[src/rtl/irda_fir_pkg.sv]
// Shared definitions for the FIR (4 Mb/s) transmit path: framer state
// encoding, chip-counter width and the fixed IrDA FIR chip patterns.
package irda_fir_pkg;

    typedef enum logic [2:0] {
        ST_IDLE     = 3'd0,
        ST_PREAMBLE = 3'd1,
        ST_START    = 3'd2,
        ST_DATA     = 3'd3,
        ST_STOP     = 3'd4
    } fir_state_t;

    // Chip index within a pattern; 5 bits covers the 32-chip flags.
    localparam int CHIP_CNT_W = 5;

    // Patterns are transmitted leftmost (MSB) chip first.
    localparam logic [15:0] FIR_PREAMBLE   = 16'b1000_0000_1010_1000;
    localparam logic [31:0] FIR_START_FLAG = 32'b0000_1100_0000_1100_0110_0000_0110_0000;
    localparam logic [31:0] FIR_STOP_FLAG  = 32'b0000_1100_0000_1100_0000_0110_0000_0110;

endpackage

[src/rtl/irda_fir_flag_shifter.sv]
// Parallel-load chip shifter: holds a pattern of up to 32 chips, presents
// the current chip from the MSB, advances one chip per shift request and
// flags the last chip of the loaded length. Shared by preamble, start flag
// and stop flag so only one pattern register exists in the framer.
module irda_fir_flag_shifter
    import irda_fir_pkg::*;
(
    input  logic                  clk,
    input  logic                  wb_rst_i,
    input  logic                  clr,
    input  logic                  load,
    input  logic [31:0]           load_pattern,
    input  logic [CHIP_CNT_W-1:0] load_last,
    input  logic                  shift,
    output logic                  chip,
    output logic                  last
);

    logic [31:0]           pat_reg;
    logic [31:0]           pat_shifted;
    logic [CHIP_CNT_W-1:0] last_idx_reg;
    logic [CHIP_CNT_W-1:0] cnt_reg;

    // One-chip advance: every bit moves toward the MSB, zero fills the LSB.
    assign pat_shifted[0] = 1'b0;
    generate
        for (genvar gi = 1; gi < 32; gi++) begin : g_shift
            assign pat_shifted[gi] = pat_reg[gi-1];
        end
    endgenerate

    // Pattern, length and chip index registers; load beats shift.
    always_ff @(posedge clk) begin
        if (wb_rst_i || clr) begin
            pat_reg      <= '0;
            last_idx_reg <= '0;
            cnt_reg      <= '0;
        end else if (load) begin
            pat_reg      <= load_pattern;
            last_idx_reg <= load_last;
            cnt_reg      <= '0;
        end else if (shift) begin
            pat_reg      <= pat_shifted;
            cnt_reg      <= cnt_reg + 1'b1;
        end
    end

    assign chip = pat_reg[31];
    assign last = (cnt_reg == last_idx_reg);

endmodule

[src/rtl/irda_fir_tx_framer.sv]
// FIR transmit framer: wraps the 4PPM chip stream with preamble, start flag
// and stop flag, and sequences the upstream encoder via ppm_restart and
// data_phase. All chip-level activity is paced by fir_tx8_enable.
module irda_fir_tx_framer
    import irda_fir_pkg::*;
#(
    parameter int PREAMBLE_REPS = 16
) (
    input  logic clk,
    input  logic wb_rst_i,
    input  logic fir_tx8_enable,
    input  logic tx_start,
    input  logic tx_abort,
    input  logic data_end,
    input  logic ppm_i,
    output logic fir_tx_o,
    output logic ppm_restart,
    output logic data_phase,
    output logic busy,
    output logic tx_done
);

    localparam logic [3:0]            REP_LAST  = 4'(PREAMBLE_REPS - 1);
    localparam logic [CHIP_CNT_W-1:0] PRE_LAST  = CHIP_CNT_W'(15);
    localparam logic [CHIP_CNT_W-1:0] FLAG_LAST = CHIP_CNT_W'(31);

    fir_state_t state_reg, state_next;
    logic [3:0] rep_reg, rep_next;
    logic [1:0] sym_reg, sym_next;
    logic       stop_sent_reg, stop_sent_next;
    logic       fir_tx_reg, fir_tx_next;
    logic       ppm_restart_reg, ppm_restart_next;
    logic       data_phase_reg, data_phase_next;
    logic       busy_reg, busy_next;
    logic       tx_done_reg, tx_done_next;

    logic                  sh_clr;
    logic                  sh_load;
    logic [31:0]           sh_pattern;
    logic [CHIP_CNT_W-1:0] sh_last_idx;
    logic                  sh_shift;
    logic                  sh_chip;
    logic                  sh_last;

    irda_fir_flag_shifter u_shifter (
        .clk          (clk),
        .wb_rst_i     (wb_rst_i),
        .clr          (sh_clr),
        .load         (sh_load),
        .load_pattern (sh_pattern),
        .load_last    (sh_last_idx),
        .shift        (sh_shift),
        .chip         (sh_chip),
        .last         (sh_last)
    );

    // State, counters and registered outputs.
    always_ff @(posedge clk) begin
        if (wb_rst_i) begin
            state_reg       <= ST_IDLE;
            rep_reg         <= '0;
            sym_reg         <= '0;
            stop_sent_reg   <= 1'b0;
            fir_tx_reg      <= 1'b0;
            ppm_restart_reg <= 1'b1;
            data_phase_reg  <= 1'b0;
            busy_reg        <= 1'b0;
            tx_done_reg     <= 1'b0;
        end else begin
            state_reg       <= state_next;
            rep_reg         <= rep_next;
            sym_reg         <= sym_next;
            stop_sent_reg   <= stop_sent_next;
            fir_tx_reg      <= fir_tx_next;
            ppm_restart_reg <= ppm_restart_next;
            data_phase_reg  <= data_phase_next;
            busy_reg        <= busy_next;
            tx_done_reg     <= tx_done_next;
        end
    end

    // Next-state, next-output and shifter control; abort overrides all.
    always_comb begin
        state_next       = state_reg;
        rep_next         = rep_reg;
        sym_next         = sym_reg;
        stop_sent_next   = stop_sent_reg;
        fir_tx_next      = fir_tx_reg;
        ppm_restart_next = ppm_restart_reg;
        data_phase_next  = data_phase_reg;
        busy_next        = busy_reg;
        tx_done_next     = 1'b0;
        sh_clr           = 1'b0;
        sh_load          = 1'b0;
        sh_pattern       = '0;
        sh_last_idx      = '0;
        sh_shift         = 1'b0;

        if (tx_abort) begin
            state_next       = ST_IDLE;
            rep_next         = '0;
            sym_next         = '0;
            stop_sent_next   = 1'b0;
            fir_tx_next      = 1'b0;
            ppm_restart_next = 1'b1;
            data_phase_next  = 1'b0;
            busy_next        = 1'b0;
            sh_clr           = 1'b1;
        end else begin
            case (state_reg)
                ST_IDLE: begin
                    if (tx_start) begin
                        state_next  = ST_PREAMBLE;
                        rep_next    = '0;
                        busy_next   = 1'b1;
                        fir_tx_next = 1'b0;
                        sh_load     = 1'b1;
                        sh_pattern  = {FIR_PREAMBLE, 16'h0000};
                        sh_last_idx = PRE_LAST;
                    end
                end

                ST_PREAMBLE: begin
                    if (fir_tx8_enable) begin
                        fir_tx_next = sh_chip;
                        if (sh_last) begin
                            sh_load = 1'b1;
                            if (rep_reg == REP_LAST) begin
                                // Last repetition done: hand over to the start flag.
                                state_next  = ST_START;
                                rep_next    = '0;
                                sh_pattern  = FIR_START_FLAG;
                                sh_last_idx = FLAG_LAST;
                            end else begin
                                rep_next    = rep_reg + 1'b1;
                                sh_pattern  = {FIR_PREAMBLE, 16'h0000};
                                sh_last_idx = PRE_LAST;
                            end
                        end else begin
                            sh_shift = 1'b1;
                        end
                    end
                end

                ST_START: begin
                    if (fir_tx8_enable) begin
                        fir_tx_next = sh_chip;
                        if (sh_last) begin
                            // Release the encoder on the same edge DATA begins.
                            state_next       = ST_DATA;
                            ppm_restart_next = 1'b0;
                            data_phase_next  = 1'b1;
                            sym_next         = '0;
                            sh_clr           = 1'b1;
                        end else begin
                            sh_shift = 1'b1;
                        end
                    end
                end

                ST_DATA: begin
                    if (fir_tx8_enable) begin
                        fir_tx_next = ppm_i;
                        sym_next    = sym_reg + 1'b1;
                        // Frame may only end on a 4-chip symbol boundary.
                        if (sym_reg == 2'd3 && data_end) begin
                            state_next       = ST_STOP;
                            ppm_restart_next = 1'b1;
                            data_phase_next  = 1'b0;
                            stop_sent_next   = 1'b0;
                            sh_load          = 1'b1;
                            sh_pattern       = FIR_STOP_FLAG;
                            sh_last_idx      = FLAG_LAST;
                        end
                    end
                end

                ST_STOP: begin
                    if (fir_tx8_enable) begin
                        if (stop_sent_reg) begin
                            // One trailing strobe returns the line low and completes.
                            state_next     = ST_IDLE;
                            fir_tx_next    = 1'b0;
                            busy_next      = 1'b0;
                            tx_done_next   = 1'b1;
                            stop_sent_next = 1'b0;
                            sh_clr         = 1'b1;
                        end else begin
                            fir_tx_next = sh_chip;
                            if (sh_last) begin
                                stop_sent_next = 1'b1;
                            end else begin
                                sh_shift = 1'b1;
                            end
                        end
                    end
                end

                default: begin
                    state_next       = ST_IDLE;
                    fir_tx_next      = 1'b0;
                    ppm_restart_next = 1'b1;
                    data_phase_next  = 1'b0;
                    busy_next        = 1'b0;
                    sh_clr           = 1'b1;
                end
            endcase
        end
    end

    assign fir_tx_o    = fir_tx_reg;
    assign ppm_restart = ppm_restart_reg;
    assign data_phase  = data_phase_reg;
    assign busy        = busy_reg;
    assign tx_done     = tx_done_reg;

endmodule

[config.mk]
export PLATFORM = sky130hd
export DESIGN_NAME = irda_fir_tx_framer
export DESIGN_NICKNAME = d
export VERILOG_FILES = /design/src/rtl/irda_fir_pkg.sv /design/src/rtl/irda_fir_flag_shifter.sv /design/src/rtl/irda_fir_tx_framer.sv
export SDC_FILE = /design/constraint.sdc
export NUM_CORES = 1
export LEC_CHECK = 0
export BUFFER_PORTS_ARGS = -buffer_cell sky130_fd_sc_hd__clkbuf_2
export CORE_ASPECT_RATIO = 1.75
export CORE_MARGIN = 2
export CORE_UTILIZATION = 50
export DETAILED_ROUTE_END_ITERATION = 10
export PLACE_DENSITY = 0.67
export SYNTH_ARGS = -nofsm -noshare
export SYNTH_HDL_FRONTEND = slang
export SYNTH_SLANG_ARGS = --single-unit
[constraint.sdc]
create_clock -name clk -period 4.7 [get_ports clk]
set_input_delay 0.235 -clock clk [delete_from_list [all_inputs] [get_ports clk]]
set_output_delay 0.235 -clock clk [all_outputs]
set_load 0.05 [all_outputs]
==> impl_results.md, run 1 <==
- Postcts setup bufs: 0
- Worst EP arrival: 2.85 ns
- Slew Limit Fails: 0
- PostCTS Resize Cnt: 0
- Number of distinct library cells after synthesis: 51
- Final HPWL DP: 3654 microns
- DR vias/cell: 5.884
- Crit. Startpoint: u_shifter.cnt_reg[0]
- Synth Area per Inst: 8.045 sq um
- Final min period: 2.635 ns
- Inserted Diodes: 0
- Initial antenna violation count: 0
- Share of cells above drive strength 1: 0.1003
- Core area: 4892 sq um
- Max cap viols: 0
- CP required: 4.91 ns
- Number of port buffers: 11
- Max reg flops: 31
- Max incr delay on CP: 0.59 ns
- Hold_buf cts: 0
- Critical path's slowest cell: o211ai_2
- Highest clock rate: 379.5 MHz
- Via count: 2136
- Cell leakage power: 0.8525 nW
- Area Overhead vs Synth: 3.190%
- Final setup vio count: 0
- Vias in the first global route: 1982
- Final cell count without fillers: 363
- Critical Path Source Type: flop
- Mapped Cells: 312
- Clock Path Buffers: 2
- Clock share of power: 0.328
- CP endpoint: u_shifter.pat_reg[26]
- Initial Utilization: 0.5130
- Root buf cell: clkbuf_8
- Initial drt markers: 181
- Synth top area cells: dfxtp_1 (42%), nand2_1 (9.9%), a21oi_1 (7.2%)
- Gr usage total: 0.1947
- Switch share: 0.2557
- GPL Wtd Cong: 0.8886
- Worst-path clk slew: 0.10 ns
- DRC errors left: 0
- Fin nets: 318
- Slew headroom: 0.3392
- Largest net degree at the start of global routing: 27
- Rows: 34
- Final TNS setup: 0 ns
- Overflow after GRT: 0
- Run status: finished, final reports clean
- Commonest non-fill, non-tap cell in the layout: nand2_1
- DRT antenna net count: 0
- First-pass GRT wire length: 8852 microns
- Yosys warns: 0
- RSZ-0062 raised after global routing: no
- Worst vdd ir: 0.2617 mV
- Routed WL: 5232 microns
- Routed len/inst: 14.41 microns
- Hold crit path type: input port to flop
- Psw: 0.0001989 W
- Critical path fanouts, max: 21
- Skew-Pair Late Insertion Delay: 0.30 ns
- Worst setup EP type: flop
- Worst r2r path cells: 6
- Seq cells post-synth: 53
- I/O pins: 12
- 1st-pass router iterations: 4
- Die W: 57.56 microns
- Chip height: 97.73 microns
- FF-to-FF Start: u_shifter.cnt_reg[0]
- Critical path's top delay family: compound AO/OA/AOI/OAI gates
- Htree depth: 2
- Power per cell area: 300.4 nW/um^2
- TritonCTS Buffers: 5
- Comb power frac: 0.078
- CTS tree: built
- Sinks on Clock Net: 53
- Synth top area share: 0.4227
- Highest-count cells in the layout ignoring fill and taps: nand2_1 (66), dfxtp_1 (53), a21oi_1 (36)
- Worst reg2reg setup slack: 2.07 ns
- Final Skew: 0.01092 ns
- Post-Syn Area: 2510 sq um
- CP Buf/Inv Count: 1
- Crit. path cell count: 6
- Worst-Margin Slew: 0.9912 ns
- Crit Path Class: flop to flop
- Cell taking the most area after synthesis: dfxtp_1
- Critical R2R Capture: u_shifter.pat_reg[26]
- Register area share after synthesis: 0.4227
- Period utilisation layout: 0.5606
- Internal power: 0.0005790 W
- Reg power frac: 0.594
- Placed Cells: 355
- Die area: 5625 sq um
- Mapped Nets: 322
- Endpoints failing hold: 0
- Crit path cell chain: or4_4 -> o22a_4 -> o211ai_2 -> buf_4 -> o21ai_0 -> a221oi_1
Yosys cell counts, drive strengths merged:
master / count
and2: 1
inv: 12
xor2: 1
o21ai: 18
nor3: 6
xnor2: 3
ha: 3
nor3b: 2
a311o: 1
or2: 2
nor4: 3
mux2i: 1
buf: 16
a21boi: 3
dfxtp: 53
a31oi: 9
a21o: 1
o211ai: 3
o22a: 1
a221oi: 6
or4: 1
nand2: 67
a311oi: 1
o21ba: 1
clkbuf: 7
a21oi: 36
o21a: 1
nand2b: 5
nor2: 9
nand4: 4
a22oi: 1
a41o: 1
nand3: 14
o22ai: 2
o32ai: 1
a2111o: 1
nand3b: 1
or3: 7
o211a: 1
or3b: 2
nor2b: 3
or4b: 1
area by class of cell:
class	instances	area, sq um
inverters	12	45.04
clock inverters	3	17.52
flip-flops and latches	53	1061
repair buffers	12	62.56
well taps	54	67.56
multi-input cells	224	1267
fillers	472	2302
clock buffers	5	68.82
how the worst min path moves through the flow:
| stage | startpoint | end | depth (start not counted) |
|---|---|---|---|
| floorplan | u_shifter.pat_reg[14] | u_shifter.pat_reg[15] | 2 |
| global placement | u_shifter.pat_reg[29] | u_shifter.pat_reg[30] | 2 |
| detailed placement | u_shifter.pat_reg[16] | u_shifter.pat_reg[17] | 2 |
| CTS | tx_start | fir_tx_o | 4 |
| global route | tx_start | fir_tx_o | 4 |
| finish | tx_start | fir_tx_o | 4 |
tightest hold or removal path, stage by stage:
cell      delay [ns]
clkbuf_2        0.11
nor4_1          0.08
a21oi_1         0.12
nor3_1          0.06
kinds of logic after synthesis:
kind of cell    synth area share
buf+inv                  0.07228
simple gates              0.2483
mux                     0.003988
fa+ha+maj                0.01496
flops                     0.4227
compound gates            0.2238
xor+xnor                 0.01396
metrics by stage:
| step | util | hold slack [ns] | cell area [sq um] | power (W) | worst slack, ns |
|---|---|---|---|---|---|
| final | 0.5294 | 0.3300 | 2590 | 0.0007779 | 2.065 |
| after global routing | 0.5294 | 0.3350 | 2590 | 0.0008142 | 1.849 |
| after CTS | 0.5294 | 0.3266 | 2590 | 0.0007859 | 2.046 |
| after detailed placement | 0.5118 | 0.4463 | 2504 | 0.0005334 | 2.062 |
| after global placement | 0.5118 | 0.4389 | 2504 | 0.0005328 | 2.109 |
| after floorplan | - | 0.4293 | 2510 | 0.0005219 | 2.678 |
power groups by stage:
| stage | Sequential, W | Clock (W) | Combinational (W) |
|---|---|---|---|
| 5_1_grt | 0.000463 | 0.000283 | 0.0000676 |
| 3_3_place_gp | 0.000472 | 0 | 0.0000605 |
| 3_5_place_dp | 0.000472 | 0 | 0.0000609 |
| 4_1_cts | 0.000462 | 0.000263 | 0.0000612 |
| 6_report | 0.000462 | 0.000255 | 0.0000609 |
| 2_1_floorplan | 0.000471 | 0 | 0.0000511 |
layer usage:
metal / wire [microns] / GRT usage / vias to the layer above
li1: - / - / 1084
met1: 2127 / 0.2243 / 1002
met2: 2898 / 0.3531 / 44
met3: 129 / 0.02796 / 6
met4: 77 / 0.06798 / 0
met5: 0 / 0 / -
(Power assumes the default switching activity.)
==> run 2: changes to the inputs <==
==> constraint.sdc (replaced) <==
create_clock -name clk -period 2.6 [get_ports clk]
set_input_delay 0.13 -clock clk [delete_from_list [all_inputs] [get_ports clk]]
set_output_delay 0.13 -clock clk [all_outputs]
set_load 0.05 [all_outputs]
==> impl_results.md, run 2 (synthesis gave the netlist of run 1 again) <==
- DRC errors left: 0 (unchanged)
- Met2 routed WL: 2990 microns (was 2898 microns)
- Clock share of power: 0.379 (was 0.328)
- Postcts setup bufs: 0 (unchanged)
- CP required: 2.76 ns (was 4.91 ns)
- Worst setup EP type: flop (unchanged)
- Critical path fanouts, max: 11 (was 21)
- GPL Wtd Cong: 0.8425 (was 0.8886)
- Initial Utilization: 0.5130 (unchanged)
- Run status: finished, final reports clean (unchanged)
- Commonest non-fill, non-tap cell in the layout: nand2_1 (unchanged)
- DR vias/cell: 5.841 (was 5.884)
- Worst vdd ir: 0.4216 mV (was 0.2617 mV)
- Hold crit path type: input port to flop (unchanged)
- Critical Path Source Type: flop (unchanged)
- Fin nets: 327 (was 318)
- Final setup vio count: 0 (unchanged)
- Internal power: 0.001178 W (was 0.0005790 W)
- Largest net degree at the start of global routing: 27 (unchanged)
- Overflow after GRT: 0 (unchanged)
- Inserted Diodes: 0 (unchanged)
- I/O pins: 12 (unchanged)
- Highest routed layer: met4 (unchanged)
- Slew headroom: 0.6221 (was 0.3392)
- Initial antenna violation count: 0 (unchanged)
- Gr usage total: 0.2058 (was 0.1947)
- Final Skew: 0.007652 ns (was 0.01092 ns)
- Cell leakage power: 0.9123 nW (was 0.8525 nW)
- Psw: 0.0003523 W (was 0.0001989 W)
- Endpoints failing hold: 0 (unchanged)
- Placed inst area: 2571 sq um (was 2504 sq um)
- Area Overhead vs Synth: 7.079% (was 3.190%)
- PostCTS Resize Cnt: 0 (unchanged)
- 1st-pass router iterations: 6 (was 4)
- Critical path's slowest cell: or4_4 (was o211ai_2)
- Vias in the first global route: 2036 (was 1982)
- Comb power frac: 0.077 (was 0.078)
- Highest-count cells in the layout ignoring fill and taps: nand2_1 (66), dfxtp_1 (53), a21oi_1 (36) (unchanged)
- DRT antenna net count: 0 (unchanged)
- RSZ-0062 raised after global routing: no (unchanged)
- Clock Path Buffers: 2 (unchanged)
- Number of port buffers: 11 (unchanged)
- Hold_buf cts: 0 (unchanged)
- Switch share: 0.2302 (was 0.2557)
- Crit Path Class: flop to flop (unchanged)
- Period utilisation layout: 0.8745 (was 0.5606)
- Routed wl met3: 124 microns (was 129 microns)
- Routed WL: 5460 microns (was 5232 microns)
- Share of cells above drive strength 1: 0.1226 (was 0.1003)
- Max reg flops: 31 (unchanged)
- Core area: 4892 sq um (unchanged)
- Initial drt markers: 97 (was 181)
- Power per cell area: 569.6 nW/um^2 (was 300.4 nW/um^2)
- Worst EP arrival: 2.43 ns (was 2.85 ns)
- Slew Limit Fails: 0 (unchanged)
- Final HPWL DP: 3918 microns (was 3654 microns)
- Die area: 5625 sq um (unchanged)
- TritonCTS Buffers: 5 (unchanged)
- Reg power frac: 0.544 (was 0.594)
- Max cap viols: 0 (unchanged)
- Routed len/inst: 14.68 microns (was 14.41 microns)
- Root buf cell: clkbuf_8 (unchanged)
- Htree depth: 2 (unchanged)
- Final Cell Area: 2688 sq um (was 2590 sq um)
- Sinks on Clock Net: 53 (unchanged)
- Die W: 57.56 microns (unchanged)
- Skew-Pair Late Insertion Delay: 0.31 ns (was 0.30 ns)
- Met1 Routed Length: 2232 microns (was 2127 microns)
- First-pass GRT wire length: 9170 microns (was 8852 microns)
- Final min period: 2.274 ns (was 2.635 ns)
- Max incr delay on CP: 0.56 ns (was 0.59 ns)
- Final TNS setup: 0 ns (unchanged)
- Chip height: 97.73 microns (unchanged)
- Crit path cell chain: or4_4 -> o22a_4 -> o211ai_2 -> and2_0 -> a221oi_1 (was or4_4 -> o22a_4 -> o211ai_2 -> buf_4 -> o21ai_0 -> a221oi_1)
- Highest clock rate: 439.8 MHz (was 379.5 MHz)
- Worst-Margin Slew: 0.5668 ns (was 0.9912 ns)
- Worst-path clk slew: 0.10 ns (about the same)
- Rows: 34 (unchanged)
- CTS tree: built (unchanged)
- Via count: 2173 (was 2136)
-- run 2: changes by cell type in the layout (fill, tap and decap cells not counted) --
cell,change
buf_4,+9
clkinv_2,-2
bufinv_16,+1
clkbuf_8,+1
clkbuf_1,+1
clkinvlp_4,-1
-- run 2: final cells by class --
class	count	area (sq um)
clock inverter	1	30.03
timing repair buffer	21	130.1
fill	478	2205
multi-input combinational	224	1267
clock buffer	7	86.33
sequential	53	1061
inverter	12	45.04
tap	54	67.56
-- run 2: power by group through the flow --
stage	clock (W)	combinational (W)	sequential, W
finish	0.000580	0.000118	0.000832
global route	0.000622	0.000133	0.000834
CTS	0.000594	0.000119	0.000832
detailed placement	0	0.000118	0.000851
global placement	0	0.000116	0.000851
floorplan	0	0.0000924	0.000851
-- run 2: stage by stage --
stage	total power [W]	util	hold slack, ns	setup slack, ns	std cells
4_1_cts	0.001544	0.5494	0.2176	0.3089	372
2_1_floorplan	0.0009434	-	0.3620	0.5776	312
6_report	0.001531	0.5494	0.2057	0.3264	372
5_1_grt	0.001589	0.5494	0.2625	0.1232	372
3_3_place_gp	0.0009673	0.5256	0.4390	0.3679	364
3_5_place_dp	0.0009690	0.5256	0.4442	0.3182	364
-- run 2: worst max-delay path, delay by kind of cell, from the launching register on --
kind	cells	cell delay, ns
and+or+nand+nor	2	0.92
AOI/OAI and AO/OA	3	0.84
DFF	1	0.36
-- run 2: per-layer routing --
layer,up-vias,global-route usage
li1,1103,-
met1,1025,0.2280
met2,36,0.3811
met3,9,0.02796
met4,0,0.07692
met5,-,0
-- run 2: path summary, 6_finish.rpt --
path / from / endpoint / slack [ns] / depth (start not counted)
max: u_shifter.cnt_reg[0] / u_shifter.pat_reg[27] / 0.33 / 5
min: tx_start / fir_tx_o / 0.21 / 4
max reg2reg: u_shifter.cnt_reg[0] / u_shifter.pat_reg[27] / 0.33 / 5
min reg2reg: u_shifter.pat_reg[16] / u_shifter.pat_reg[17] / 0.45 / 2
